--- config.mk ---
export PLATFORM = sky130hd
export DESIGN_NAME = gate_stim_seq
export DESIGN_NICKNAME = d
export VERILOG_FILES = /design/src/rtl/gate_stim_seq.sv
export SDC_FILE = /design/constraint.sdc
export NUM_CORES = 1
export LEC_CHECK = 0
export ABC_AREA = 0
export BUFFER_PORTS_ARGS = -buffer_cell sky130_fd_sc_hd__buf_2
export CAP_MARGIN = 25
export CELL_PAD_IN_SITES_DETAIL_PLACEMENT = 1
export CELL_PAD_IN_SITES_GLOBAL_PLACEMENT = 2
export CORE_ASPECT_RATIO = 0.8
export CORE_MARGIN = 2
export CORE_UTILIZATION = 38
export DETAILED_ROUTE_END_ITERATION = 7
export HOLD_SLACK_MARGIN = 0.06
export PLACE_DENSITY = 0.85
export REMOVE_ABC_BUFFERS = 1
export SYNTH_ARGS = -nofsm -noshare
export SYNTH_HDL_FRONTEND = slang
export SYNTH_SLANG_ARGS = --single-unit
--- constraint.sdc ---
create_clock -name clk -period 5.6 [get_ports clk]
set_input_delay 0.56 -clock clk [delete_from_list [all_inputs] [get_ports clk]]
set_output_delay 0.56 -clock clk [all_outputs]
set_load 0.02 [all_outputs]
--- src/rtl/gate_stim_seq.sv ---
// Purpose : exhaustive/structured 4-bit stimulus generator for a downstream gate block.
// Latency : vector 0 appears one cycle after an accepted start; each vector is held max(dwell,1) cycles.
// Backpressure: none; start is only sampled in IDLE and is dropped (not queued) while RUN/FIN.
//
// Ports
//   clk, rst          : clock (rising edge) and asynchronous active-high reset
//   start, abort      : run request (IDLE only) and synchronous stop of a running sequence
//   mode, dwell       : pattern select and per-vector hold time, latched when start is accepted
//   a, b, c, d        : registered stimulus bits, {a,b,c,d} = pattern[3:0]
//   vec_valid, vec_idx: vector qualifier and index of the vector currently driven
//   busy, done        : high for the whole sequence / one-cycle pulse after normal completion
module gate_stim_seq #(
    parameter int DWELL_W = 8
) (
    input  logic               clk,
    input  logic               rst,
    input  logic               start,
    input  logic               abort,
    input  logic [1:0]         mode,
    input  logic [DWELL_W-1:0] dwell,
    output logic               a,
    output logic               b,
    output logic               c,
    output logic               d,
    output logic               vec_valid,
    output logic [3:0]         vec_idx,
    output logic               busy,
    output logic               done
);

    typedef enum logic [1:0] {
        IDLE = 2'd0,
        RUN  = 2'd1,
        FIN  = 2'd2
    } state_t;

    // Pattern for a given mode and vector index.
    //   0: binary count, 1: Gray code, 2: walking one from the MSB, 3: 0000/1111 alternation
    function automatic logic [3:0] pattern(input logic [1:0] m, input logic [3:0] i);
        logic [3:0] p;
        case (m)
            2'd0:    p = i;
            2'd1:    p = i ^ (i >> 1);
            2'd2:    p = 4'b1000 >> i[1:0];
            default: p = {4{i[0]}};
        endcase
        return p;
    endfunction

    state_t             state_q, state_d;
    logic [1:0]         mode_q, mode_d;
    logic [DWELL_W-1:0] dwell_q, dwell_d;
    logic [DWELL_W-1:0] cnt_q, cnt_d;
    logic [3:0]         idx_q, idx_d;
    logic [3:0]         pat_q, pat_d;
    logic               vld_q, vld_d;
    logic               busy_q, busy_d;
    logic               done_q, done_d;

    // One bit wider than the counter so the compare cannot overflow when
    // dwell is all-ones. Comparing cnt+1 >= dwell makes dwell=0 expire on
    // the first cycle, i.e. it behaves exactly like dwell=1.
    logic [DWELL_W:0]   cnt_inc;
    logic               dwell_exp;
    logic [3:0]         last_idx;

    assign cnt_inc   = {1'b0, cnt_q} + {{DWELL_W{1'b0}}, 1'b1};
    assign dwell_exp = (cnt_inc >= {1'b0, dwell_q});
    // Modes 2 and 3 are four vectors long, modes 0 and 1 sixteen.
    assign last_idx  = mode_q[1] ? 4'd3 : 4'd15;

    always_comb begin
        state_d = state_q;
        mode_d  = mode_q;
        dwell_d = dwell_q;
        cnt_d   = cnt_q;
        idx_d   = idx_q;
        // Output registers default to their idle values; only RUN drives them.
        pat_d   = 4'h0;
        vld_d   = 1'b0;
        busy_d  = 1'b0;
        done_d  = 1'b0;

        case (state_q)
            IDLE: begin
                // abort has priority over a simultaneous start.
                if (start && !abort) begin
                    state_d = RUN;
                    mode_d  = mode;
                    dwell_d = dwell;
                    cnt_d   = '0;
                    idx_d   = 4'd0;
                    pat_d   = pattern(mode, 4'd0);
                    vld_d   = 1'b1;
                    busy_d  = 1'b1;
                end
            end

            RUN: begin
                if (abort) begin
                    state_d = IDLE;
                    mode_d  = 2'd0;
                    dwell_d = '0;
                    cnt_d   = '0;
                    idx_d   = 4'd0;
                end else if (dwell_exp) begin
                    cnt_d = '0;
                    if (idx_q == last_idx) begin
                        // Last dwell cycle of the last vector: no wrap, go report.
                        state_d = FIN;
                        idx_d   = 4'd0;
                        done_d  = 1'b1;
                    end else begin
                        idx_d  = idx_q + 4'd1;
                        pat_d  = pattern(mode_q, idx_q + 4'd1);
                        vld_d  = 1'b1;
                        busy_d = 1'b1;
                    end
                end else begin
                    cnt_d  = cnt_inc[DWELL_W-1:0];
                    pat_d  = pat_q;
                    vld_d  = 1'b1;
                    busy_d = 1'b1;
                end
            end

            FIN: begin
                // Unconditional exit: done has already been registered for
                // this cycle, so abort or start here changes nothing.
                state_d = IDLE;
                mode_d  = 2'd0;
                dwell_d = '0;
            end

            default: begin
                state_d = IDLE;
            end
        endcase
    end

    always_ff @(posedge clk or posedge rst) begin
        if (rst) begin
            state_q <= IDLE;
            mode_q  <= 2'd0;
            dwell_q <= '0;
            cnt_q   <= '0;
            idx_q   <= 4'd0;
            pat_q   <= 4'h0;
            vld_q   <= 1'b0;
            busy_q  <= 1'b0;
            done_q  <= 1'b0;
        end else begin
            state_q <= state_d;
            mode_q  <= mode_d;
            dwell_q <= dwell_d;
            cnt_q   <= cnt_d;
            idx_q   <= idx_d;
            pat_q   <= pat_d;
            vld_q   <= vld_d;
            busy_q  <= busy_d;
            done_q  <= done_d;
        end
    end

    // All outputs come straight from flops.
    assign a         = pat_q[3];
    assign b         = pat_q[2];
    assign c         = pat_q[1];
    assign d         = pat_q[0];
    assign vec_valid = vld_q;
    assign vec_idx   = idx_q;
    assign busy      = busy_q;
    assign done      = done_q;

endmodule

==> out/results.ini, run 1 <==
[routing]
wire_per_inst_um=13.85
wl_mm=4.154
drt_iter0_drc=62
via_count=1540
drtPass1Iterations=4
via_per_inst=5.133
drc=0
drtAntennaViolNets=0

[run]
drv_cap=0

[clock_tree]
cts_hold_buf=0
insertion_delay_ps=280
cts_resized=0
cts_sinks=30
cts_max_path_buffers=2
cts_made_buffers=5
postCtsSetupRepairBufs=0
htree_levels=2
clock-root-buffer=clkbuf_8
cts_tree=done
clk_pin_slew_ps=70

[timing]
post-route-period-util=0.5483
tns_ps=0
tightest_slew_ps=744.2
finalHoldViolCount=0
min_period_ps=3071
slew_violations=0
setup_violations=0
rsz0062_at_grt=no
max_freq_mhz=325.7
relSlewSlack=0.5028
finalClockSkew_ps=6.626
setup_ws_ps=2529

[placement]
io_buffer_count=24
dp_hpwl_mm=3.071
pre_cts_ws_ps=2518
gp_congestion=0.7465
place_area_um2=2078

[logic_synthesis]
synthArstFlopShare=1.000
synth_seq_cells=30
syn_inst=211
synth.area.top_cells=dfrtp_1 (39%), ha_1 (11%), o21ai_0 (6.3%), nand2_1 (4.9%), nand2b_1 (4.3%)
ys_seq_area_frac=0.3934
avgSynthCellArea_um2=9.043
ys_types=39
synthFlopType=dfrtp_1
synth_top_cell_by_area=dfrtp_1
synth-edff-count=0
synth_top_area_share=0.3934
synth_area_um2=1908
yosysWarnings=0

[power]
switching_share=0.4091
p_clk_frac=0.233
vdd_drop_max_uv=260.3
p_int_uw=549.0
leakage_uw=0.001088
pwr-share-comb=0.412
p_per_area_nw_per_um2=424.8
seq_power_share=0.354
p_switching_uw=380.1

[floorplanning]
ioPinCount=25
initial_core_util=0.3877
rows=23
die_x_um=83.23
core_um2=4921
design.die.area_um2=5608
die_height_um=67.38

[critical_path]
cp_slowest_cell=dfrtp_1
r2r_cells=11
cp_max_fo=24
path_cells=ha_1 -> and3_1 -> and3_4 -> xor2_1 -> ha_1 -> and4_1 -> a21o_1 -> a31oi_4 -> nand4_4 -> and2_4 -> a32o_1
critical_path_class=reg -> reg
cpPeakStageDelay_ps=420
critPathCaptureType=flop
critPathArrivalTime_ps=3240
critPathRequiredTime_ps=5770
cp_common_cell=ha_1
start_kind=flop

[global_route]
grtUsageTotal=0.1640
antenna_found_initial=0
grt_pass1_wl_mm=7.224
grt_max_degree=31
first_global_vias=1538
grt-ovfl-total=0

[layout]
nNetsFinal=268
syn_to_final_growth_pct=14.62
post-route-util=0.4444
antenna_cells=0
layout_common_cells=dfrtp_1 (30), nand2_1 (25), o21ai_0 (24), buf_2 (24), inv_1 (18)
final_common_cell=dfrtp_1
fin_area_um2=2187
drive_gt1_frac=0.1639

[outcome]
status=finished clean

[hold_path]
min_path_type=in -> async

==> flip-flops by register name (all words and copies together) (netlist names) <==
register,count
vec_idx,4
pat_q,4
mode_q,2
state_q,2
dwell_q,8
done,1
busy,1
cnt_q,8
==> power by group through the flow <==
stage / combinational (uW) / sequential [uW] / clock [uW]
CTS: 391 / 330 / 222
finish: 383 / 329 / 217
floorplan: 252 / 350 / 0
detailed placement: 387 / 334 / 0
global route: 441 / 341 / 234
global placement: 382 / 332 / 0
==> cells by family after synthesis <==
family,count (synthesis),share of synthesized area
compound gates,56,0.1803
flops,30,0.3934
fa+ha+maj,17,0.1115
xor+xnor,11,0.05049
buf+inv,24,0.05377
simple gates,72,0.2046
mux,1,0.005901
==> per-layer routing <==
metal | global-route usage | up-vias | wire, um
met5 | 0 | - | 0
met4 | 0.07172 | 0 | 70
met3 | 0.04156 | 7 | 163
met2 | 0.2601 | 27 | 1789
met1 | 0.2154 | 727 | 2131
li1 | - | 779 | -
==> stage by stage <==
step / instances / hold WS, ps / total power (uW)
global route: 300 / 411.9 / 1017
floorplan: 205 / 449.8 / 601.8
finish: 300 / 349.9 / 929.2
detailed placement: 292 / 470.2 / 720.9
global placement: 292 / 464.1 / 713.9
CTS: 300 / 364.5 / 943.9
==> path summary, 6_finish.rpt <==
path	slack (ps)	endpoint	from
max	2530	vec_idx[3]	cnt_q[0]
min	350	state_q[0]	rst
max reg2reg	2530	vec_idx[3]	cnt_q[0]
min reg2reg	480	dwell_q[4]	dwell_q[4]
max in group asynchronous	4950	dwell_q[0]	rst
min in group clk	480	dwell_q[4]	dwell_q[4]
==> worst max-delay path: cells and delay by family, from the launching register on <==
family | cells | cell delay (ps)
compound gates | 3 | 620
xor+xnor | 1 | 140
fa+ha+maj | 2 | 550
flops | 1 | 420
simple gates | 5 | 1220
==> synth_stat cells, types with 2 or more instances <==
cell / count
or3_1: 2
nor2_1: 9
dfrtp_1: 30
nand2_1: 25
a22o_1: 2
nand4_1: 2
a31oi_1: 5
clkbuf_1: 3
nand4b_1: 2
o211ai_1: 2
nand2b_1: 13
o21ai_1: 3
and3_1: 3
ha_1: 17
a21o_1: 3
a21oi_1: 10
o21ai_0: 24
xor2_1: 6
nor2b_1: 3
inv_1: 18
xnor2_1: 5
nand3_1: 7
==> final cells by class <==
class | count | area (um2)
tap | 62 | 77.57
multi-input combinational | 157 | 1055
clock inverter | 3 | 40.04
sequential | 30 | 750.7
inverter | 18 | 67.56
fill | 584 | 2734
timing repair buffer | 25 | 127.6
clock buffer | 5 | 68.82
Power figures use the tool's default switching activity.
==> run 2: changes to the inputs <==
--- a/config.mk
+++ b/config.mk
@@ -12,10 +12,10 @@
 export CELL_PAD_IN_SITES_GLOBAL_PLACEMENT = 2
 export CORE_ASPECT_RATIO = 0.8
 export CORE_MARGIN = 2
-export CORE_UTILIZATION = 38
+export CORE_UTILIZATION = 32
 export DETAILED_ROUTE_END_ITERATION = 7
 export HOLD_SLACK_MARGIN = 0.06
-export PLACE_DENSITY = 0.85
+export PLACE_DENSITY = 0.77
 export REMOVE_ABC_BUFFERS = 1
 export SYNTH_ARGS = -nofsm -noshare
 export SYNTH_HDL_FRONTEND = slang
==> constraint.sdc (replaced) <==
create_clock -name clk -period 2.8 [get_ports clk]
set_input_delay 0.28 -clock clk [delete_from_list [all_inputs] [get_ports clk]]
set_output_delay 0.28 -clock clk [all_outputs]
set_load 0.02 [all_outputs]
==> run 2 against run 1 <==
  * Die area increased by 18%
  * Flip-flop and latch count unchanged
  * Final area increased by 4.9%
  * Total power increased by 99%
  * Global-route usage decreased by 1.6 points
  * Largest cell class unchanged
  * Final cell count increased by 10%
  * Core utilization decreased by 5.2 points
  * Combinational power increased by 120%
  * Critical path depth unchanged
  * Register-to-register slack got worse by 2400 ps
==> out/results.ini, run 2 (synthesized netlist as in run 1, its figures left out) <==
[clock_tree]
clk_pin_slew_ps=60
cts_tree=done
cts_sinks=30
cts_hold_buf=0
insertion_delay_ps=280
htree_levels=2
clock-root-buffer=clkbuf_8
cts_made_buffers=5
cts_max_path_buffers=2

[critical_path]
critPathCaptureType=flop
reg2reg_to=vec_idx[3]
critPathArrivalTime_ps=2870
critPathRequiredTime_ps=2970
r2r_slack_ps=100
cp_max_fo=8
critical_path_class=reg -> reg
r2r_cells=11
start_kind=flop
critPathLaunch=cnt_q[0]
r2r-start=cnt_q[0]

[placement]
dp_hpwl_mm=3.354
io_buffer_count=24
pre_cts_ws_ps=-21.81
gp_congestion=0.7614

[global_route]
grt_max_degree=31
grtUsageTotal=0.1477
first_global_vias=1590
grt_pass1_wl_mm=7.562
grt-ovfl-total=0
antenna_found_initial=0

[timing]
relSlewSlack=0.4756
max_freq_mhz=370.0
slew_violations=0
min_period_ps=2702
finalHoldViolCount=0
setup_ws_ps=97.63
tns_ps=0
setup_violations=0
tightest_slew_ps=781.4
post-route-period-util=0.9651
finalClockSkew_ps=3.956

[routing]
wl_mm=4.514
drtPass1Iterations=4
via_per_inst=4.927
via_count=1631
drtAntennaViolNets=0
drt_iter0_drc=21
drc=0
wire_per_inst_um=13.64

[layout]
layout_common_cells=dfrtp_1 (30), nand2_1 (25), buf_2 (24), o21ai_0 (23), inv_1 (18)
final_common_cell=dfrtp_1
top_regs=cnt_q x8, dwell_q x8
seq_area_um2=750.7
fillers=718
syn_to_final_growth_pct=20.26
multi_input_comb_area_um2=1066
nNetsFinal=281
antenna_cells=0
drive_gt1_frac=0.2080
post-route-util=0.3923

[power]
seq_power_share=0.358
vdd_drop_max_uv=305.5
finalPower_uw=1846
pwr-share-comb=0.462
switching_share=0.4201
p_clk_frac=0.180
p_switching_uw=775.5
p_per_area_nw_per_um2=804.4
leakage_uw=0.001130
p_int_uw=1070

[floorplanning]
die_height_um=73.07
rows=25
die_x_um=90.34
initial_core_util=0.3262
core_um2=5849
design.die.area_um2=6600
ioPinCount=25

[run]
drv_cap=0

[outcome]
status=finished clean

[hold_path]
min_path_type=in -> async

==> run 2: cell count changes in the layout (fill, tap and decap cells not counted), sizes merged <==
cell and change:
buf +13, bufinv -1, clkbuf +2, clkinv -2
==> run 2: per-layer routing <==
layer  global-route usage  part of all wire  vias to the layer above
met5                    0                 0                        -
met4              0.05641             0.016                        0
met3              0.03512             0.032                        7
met2               0.2581              0.49                       23
met1               0.1797              0.46                      799
li1                     -                 -                      802
==> run 2: critical path: stages, from the launching register on <==
cell and delay [ps]:
dfrtp_1 400, ha_2 200, and3_4 190, and3_4 210, xor2_1 160, ha_1 250, and4_1 160, a21o_1 180
a31oi_4 180, nand4_4 190, and2_4 210, a32o_1 250
==> run 2: power by group through the flow <==
stage          Sequential [uW]  Clock (uW)  Combinational [uW]
4_1_cts                    662         346                 831
3_5_place_dp               669           0                 813
5_1_grt                    683         368                 972
6_report                   662         332                 852
2_1_floorplan              700           0                 504
3_3_place_gp               663           0                 800
==> run 2: worst max-delay path by stage <==
stage                 endpoint  slack, ps  cells after the start
floorplan           vec_idx[3]        -30                     11
global placement    vec_idx[3]         40                     11
detailed placement  vec_idx[3]        -20                     11
CTS                   cnt_q[6]         10                     12
global route        vec_idx[3]        -30                     11
finish              vec_idx[3]        100                     11
==> run 2: what timing repair did <==
item,4_1_cts,5_1_grt
pin swaps,1,7
setup endpoints to repair,5,18
buffers inserted,2,4
resized for setup,0,6
==> run 2: per-stage QoR <==
stage	cells	area [um2]	hold WS (ps)
4_1_cts	327	2246	89.95
3_3_place_gp	318	2155	386.8
5_1_grt	331	2295	120.9
3_5_place_dp	318	2155	394.0
2_1_floorplan	205	1873	370.8
6_report	331	2295	73.61
==> run 2: layout make-up <==
type                       count  share of cell area
inverter                      18             0.02944
multi-input combinational    157              0.4646
tap                           81             0.04417
sequential                    30              0.3272
clock buffer                   7             0.03326
timing repair buffer          38              0.1014
